### src/rtl/note_sequence_reader.sv
// Multi-track note-memory read address sequencer: steps through the selected
// track's table on each read strobe, with per-track limits, looping and pause.
module note_sequence_reader #(
   parameter int ADDR_W     = 7,
   parameter int NUM_TRACKS = 2,
   parameter int TRK_W      = 1,
   parameter int CNT_W      = 4
) (
   input  logic                         clock,
   input  logic                         reset,
   input  logic                         listen,
   input  logic                         start,
   input  logic                         read,
   input  logic                         pause,
   input  logic                         loop_en,
   input  logic [TRK_W-1:0]             track_sel,
   input  logic [NUM_TRACKS*ADDR_W-1:0] limits,
   output logic [ADDR_W-1:0]            read_addr,
   output logic [TRK_W-1:0]             active_track,
   output logic                         finish,
   output logic                         wrap,
   output logic                         busy,
   output logic [CNT_W-1:0]             loop_count,
   output logic [1:0]                   state_dbg
);

   typedef enum logic [1:0] {
      S_IDLE   = 2'd0,
      S_PLAY   = 2'd1,
      S_PAUSED = 2'd2,
      S_DONE   = 2'd3
   } state_t;

   state_t              state_q, state_d;
   logic [ADDR_W-1:0]   lim_q, lim_d, lim_sel;
   logic [ADDR_W-1:0]   addr_d;
   logic [TRK_W-1:0]    trk_d;
   logic [CNT_W-1:0]    cnt_d;
   logic                wrap_d;
   logic                track_ok;
   logic                start_ok;
   logic                at_limit;

   // Out-of-range track selects match no entry and so leave start_ok low.
   always_comb begin
      track_ok = 1'b0;
      lim_sel  = '0;
      for (int t = 0; t < NUM_TRACKS; t++) begin
         if (track_sel == TRK_W'(t)) begin
            track_ok = 1'b1;
            lim_sel  = limits[t*ADDR_W +: ADDR_W];
         end
      end
   end

   assign start_ok = start && track_ok;
   // Compare before increment so the address never passes the limit.
   assign at_limit = (read_addr >= lim_q);

   always_ff @(posedge clock or posedge reset) begin
      if (reset) begin
         state_q      <= S_IDLE;
         lim_q        <= '0;
         read_addr    <= '0;
         active_track <= '0;
         loop_count   <= '0;
         wrap         <= 1'b0;
         busy         <= 1'b0;
         finish       <= 1'b0;
      end else begin
         state_q      <= state_d;
         lim_q        <= lim_d;
         read_addr    <= addr_d;
         active_track <= trk_d;
         loop_count   <= cnt_d;
         wrap         <= wrap_d;
         busy         <= (state_d == S_PLAY) || (state_d == S_PAUSED);
         finish       <= (state_d == S_DONE);
      end
   end

   always_comb begin
      state_d = state_q;
      if (listen) begin
         state_d = S_IDLE;
      end else if (start_ok) begin
         state_d = S_PLAY;
      end else begin
         case (state_q)
            S_PLAY: begin
               if (pause)                             state_d = S_PAUSED;
               else if (read && at_limit && !loop_en) state_d = S_DONE;
            end
            S_PAUSED: if (!pause) state_d = S_PLAY;
            default:  state_d = state_q;
         endcase
      end
   end

   // Next values of the registered datapath outputs.
   always_comb begin
      addr_d = read_addr;
      trk_d  = active_track;
      cnt_d  = loop_count;
      lim_d  = lim_q;
      wrap_d = 1'b0;
      if (listen) begin
         addr_d = '0;
         cnt_d  = '0;
      end else if (start_ok) begin
         trk_d  = track_sel;
         lim_d  = lim_sel;
         addr_d = '0;
         cnt_d  = '0;
      end else if (state_q == S_PLAY && !pause && read) begin
         if (!at_limit) begin
            addr_d = read_addr + ADDR_W'(1);
         end else begin
            addr_d = '0;
            if (loop_en) begin
               wrap_d = 1'b1;
               if (loop_count != {CNT_W{1'b1}}) cnt_d = loop_count + CNT_W'(1);
            end
         end
      end
   end

   assign state_dbg = state_q;

endmodule
### config.mk
export PLATFORM = sky130hd
export DESIGN_NAME = note_sequence_reader
export DESIGN_NICKNAME = d
export VERILOG_FILES = /design/src/rtl/note_sequence_reader.sv
export SDC_FILE = /design/constraint.sdc
export NUM_CORES = 1
export LEC_CHECK = 0
export BUFFER_PORTS_ARGS = -buffer_cell sky130_fd_sc_hd__clkbuf_2
export CORE_MARGIN = 2
export CORE_UTILIZATION = 55
export DETAILED_ROUTE_END_ITERATION = 12
export PLACE_DENSITY = 0.83
export SLEW_MARGIN = 20
export SYNTH_ARGS = -nofsm -noshare
export SYNTH_HDL_FRONTEND = slang
export SYNTH_SLANG_ARGS = --single-unit
### constraint.sdc
create_clock -name clock -period 4.4 [get_ports clock]
set_input_delay 0.44 -clock clock [delete_from_list [all_inputs] [get_ports clock]]
set_output_delay 0.44 -clock clock [all_outputs]
set_load 0.02 [all_outputs]
# Word level (Yosys, flattened, before mapping)
# Cells that the tools add are included.
[totals]
reg_bits = 24
input_bits = 22
output_inout_bits = 17
elab_cells = 53
[classes]
add_sub_neg = 2
order_cmp = 1
eq_ne = 6
mux = 22
bitwise = 1
n_reduce_logical = 13
[ops]
columns = ["cell", "count"]
rows = [
  ["two-way mux 7 bit", 5],
  ["two-way mux 4 bit", 6],
  ["nonzero test 3 bit", 4],
  ["two-way mux 2 bit", 5],
  ["adder 7 x 1 -> 7 bit, second input constant", 1],
  [">= comparator 7 bit", 1],
  ["equality test 2 bit, second input constant", 3],
  ["two-way mux 1 bit", 5],
  ["adder 4 x 1 -> 4 bit, second input constant", 1],
  ["equality test 2 x 1 -> 1 bit, second input constant", 2],
  ["logical AND 1 bit", 4],
  ["inequality test 4 bit, second input constant", 1],
  ["one-hot mux 2 bit (2 select lines)", 1],
  ["AND reduction 4 bit", 1],
  ["logical NOT 1 bit", 2],
  ["AND reduction 2 bit", 1],
  ["logical OR 1 bit", 1],
  ["NOT 1 bit", 1],
]

# Logic depth before layout (Yosys ltp)
[logic_depth]
word_depth = 10
ltp_mapped = 8
ltp_nobuf = 8

# Worst setup path before layout
# No wires, ideal clock.
[synth_path]
kind = "register to register"
from = "register read_addr[4]"
to = "register read_addr[4]"
setup_ns = 0.082
t_arrival_ns = 2.144
t_required_ns = 4.318
slack_ns = 2.174
stages_incl_launch_ff = 7
path_buffers = 0
period_less_slack_ns = 2.226
path_cell_list = "dfrtp_1 ha_1 a21o_1 a221o_1 a41o_1 or4_1 a31oi_1"
[synth_via]
elab_chain_len = 5
word_cells_on_any_way = 6
cone_classes = "1 x add/sub; 1 x order compare; 4 x mux"
[synth_rtl]
columns = ["item", "line_no", "text"]
rows = [
  ["start, declared", "18", "output logic [ADDR_W-1:0] read_addr,"],
  ["start signal, assigned", "73", "read_addr <= addr_d;"],
  ["adder 7 x 1 -> 7 bit / >= comparator 7 bit (equally long branches)", "117, 58", ""],
  ["two-way mux 7 bit *", "116", "if (!at_limit) begin"],
  ["two-way mux 7 bit *", "115", "end else if (state_q == S_PLAY && !pause && read) begin"],
  ["two-way mux 7 bit *", "110", "end else if (start_ok) begin"],
  ["two-way mux 7 bit *", "107", "if (listen) begin"],
]
# Every way passes the cells marked *; elsewhere a longest branch is shown, timed or not. The select of a mux whose other input is x is not followed.
# A chain may end at the register's enable or synchronous reset.

# Final worst setup path
[layout_path]
from = "register read_addr[2]"
to = "register busy"
[layout_via]
elab_chain_len = 10
word_cells_on_any_way = 11
cone_classes = "1 x order compare; 2 x eq/ne; 5 x mux; 3 x reduce/logical"
[layout_rtl]
columns = ["item", "line_no", "text"]
rows = [
  [">= comparator 7 bit *", "58", "assign at_limit = (read_addr >= lim_q);"],
  ["logical AND 1 bit * (2 in series)", "92", "else if (read && at_limit && !loop_en) state_d = S_DONE;"],
  ["two-way mux 2 bit *", "92", ""],
  ["two-way mux 2 bit *", "91", "if (pause) state_d = S_PAUSED;"],
  ["one-hot mux 2 bit (2 select lines) *", "89", "case (state_q)"],
  ["two-way mux 2 bit *", "86", "end else if (start_ok) begin"],
  ["two-way mux 2 bit *", "84", "if (listen) begin"],
  ["net state_d[0]", "34", "state_t state_q, state_d;"],
  ["equality test 2 x 1 -> 1 bit / equality test 2 bit (equally long branches)", "77", "busy <= (state_d == S_PLAY) || (state_d == S_PAUSED);"],
  ["logical OR 1 bit *", "77", ""],
  ["end signal, assigned", "77", ""],
  ["end, declared", "22", "output logic busy,"],
]
# Mark *: on every way through the listed nets, which the timed path passes. The rest lies on a longest branch.

==> run metrics <==
status complete, no violations; mapped cell area 0.00140 mm²; fin crit period 2.35 ns; drt first pass iters 4; FFs w/ async S/R, synth 1.00; CTS Buffer Depth 2; most frequent cells in the layout clkbuf_2, dfrtp_1, nand2_1, o21ai_0, ha_1; TritonCTS buffer count 3; FF-to-FF End busy; Die Area 0.00297 mm²; final slew viol count 0; CP max stage cell dfrtp_1; P per Cell Area 284 mW/mm²; vias in the first global route 1,132; GRT busiest layer met2; Peak supply drop 0.210 mV; critical path class flop to flop; # setup viols final 0; Fin. Hold Viols 0; DR vias 1,242; Synth area leaders dfrtp_1, ha_1, nand2_1; Worst setup EP type flop; Yosys top cell by area dfrtp_1; final instance area 0.00167 mm²; CTS Sinks 24; Yosys cell types 34; CP startpoint kind flop; GR Util met1 0.285; Leak 0.825 nW; relative slew slack 0.395; Die H 54.5 µm; fmax 0.426 GHz; diodes inserted 0; GP Congestion 0.850; Avg WL per Cell 13.6 µm; placed instance count 216; cts repair resizes 0; total power 0.000475 W; Setup Fix Bufs, Post-CTS 0; Worst Path Arrival 2.58 ns; largest net degree at the start of global routing 25; flop2flop setup slack 2.05 ns; TritonCTS clock tree done; synthesized flop and latch total 24; Worst-Skew Late Latency 0.32 ns; Critical Path, Cell by Cell ha_1, nand2_1, o21ai_0, a41o_1, nand3b_1, a211oi_1, ha_1; sequential share of the synthesized area 0.428; placed cell area 0.00161 mm²; Post-Syn Area per Cell 9.18 µm²; Bufs and invs on worst path 0; core area 0.00245 mm²; max-cap violations 0; H-tree level count 1; Vias per Instance 5.65; met3 GRT Util 0.0273; Synth Flop Type dfrtp_1; RSZ-0062 raised after global routing false; Post-Route WL 2990 µm; pre-CTS setup slack 1.82 ns; initial core utilization 0.572; antenna violations before repair 0; first-pass GRT wire length 4770 µm; DRC Markers 0; synth warn 0; Post-synth EDFFs 0; total track usage 0.222; Max stage delay on crit path 0.49 ns; total grt overflow 0; Synth top area share 0.428; CP delay by family, top compound AO/OA/AOI/OAI gates; Tcrit/Tclk final 0.534; CTS Root Cell clkbuf_4; DP Wirelength 2350 µm; post-synthesis cell count 153; setup TNS after final layout 0 ns; Area Growth Syn to Fin 19.1%; Rows 18; Top cell by count, worst path ha_1; Hold Crit Class primary input to asynchronous set/reset pin; Die Span X 54.5 µm; CTS Hold Bufs 0; commonest non-fill, non-tap cell in the layout clkbuf_2; FF-to-FF Start read_addr[2]; Final Instance Count excl. Fillers 220; Nets 225; final setup margin 2.05 ns; WP data required 4.63 ns; fraction of layout instances using a drive strength above 1 0.253; PortBufs 38; worst r2r path cells 7; Clock Skew 0.00833 ns; IO Count 39; Syn Nets 187; Antenna Nets Post-Route 0; First DRT Iteration DRCs 13; Crit Path Max Fanout 8; clk slew on worst S/H paths 0.14 ns; met2 Usage GRT 0.384; Worst Tran Pin Value 0.906 ns
report_power, final:
group	switching, W	internal [W]	total (W)
combinational	0.0000446	0.0000293	0.0000738
clock	0.0000696	0.0000922	0.000162
sequential	0.00000693	0.000232	0.000239
synthesized netlist by cell type (3+ instances only):
| cell type | count |
|---|---|
| a21oi_1 | 8 |
| a31oi_1 | 5 |
| clkbuf_1 | 3 |
| dfrtp_1 | 24 |
| ha_1 | 12 |
| inv_1 | 11 |
| mux2i_1 | 7 |
| nand2_1 | 21 |
| nand3_1 | 9 |
| nor2_1 | 3 |
| nor2b_1 | 4 |
| o21ai_0 | 15 |
| or2_2 | 3 |
| or3_1 | 3 |
| or4_1 | 4 |
worst reg2reg max path, delay by kind of cell (launching register included):
| family | cells | cell delay [ns] |
|---|---|---|
| AOI/OAI and AO/OA | 3 | 0.95 |
| and+or+nand+nor | 2 | 0.18 |
| DFF | 1 | 0.49 |
| adders and majority gates | 2 | 0.64 |
through the flow:
stage,hold WS [ns],util
after floorplan,0.450,-
after global placement,0.469,0.656
after detailed placement,0.474,0.656
after CTS,0.310,0.678
after global routing,0.315,0.681
final,0.265,0.681
per-layer routing:
layer	part of all wire	up-vias
met5	0	-
met4	0.010	0
met3	0.030	2
met2	0.52	21
met1	0.44	593
li1	-	626
worst max-delay path by stage:
stage | start | endpoint | slack [ns] | cells past startpoint
after floorplan | read_addr[4] | read_addr[4] | 2.17 | 6
after global placement | read_addr[4] | read_addr[2] | 1.93 | 6
after detailed placement | read_addr[4] | loop_count[3] | 1.82 | 6
after CTS | read_addr[4] | loop_count[3] | 1.79 | 6
after global routing | read_addr[2] | busy | 1.88 | 7
final | read_addr[2] | busy | 2.05 | 7
registers in the layout, indices dropped and copies added, names as in the netlist:
name,flops
lim_q,7
read_addr,7
loop_count,4
wrap,1
busy,1
finish,1
state_dbg,2
active_track,1
cell families after synthesis:
kind of cell / share of synthesized area
adders and majority gates: 0.107
buffers and inverters: 0.0437
DFF: 0.428
muxes: 0.0579
AOI/OAI and AO/OA: 0.159
and+or+nand+nor: 0.205
final cells by class:
| class | count | area, µm² |
|---|---|---|
| Fill cell | 201 | 783 |
| Multi-Input combinational cell | 113 | 749 |
| Sequential cell | 24 | 601 |
| Timing Repair Buffer | 38 | 190 |
| Inverter | 11 | 41.3 |
| Tap cell | 30 | 37.5 |
| Clock inverter | 1 | 30.0 |
| Clock buffer | 3 | 22.5 |
Power figures use the tool's default switching activity.
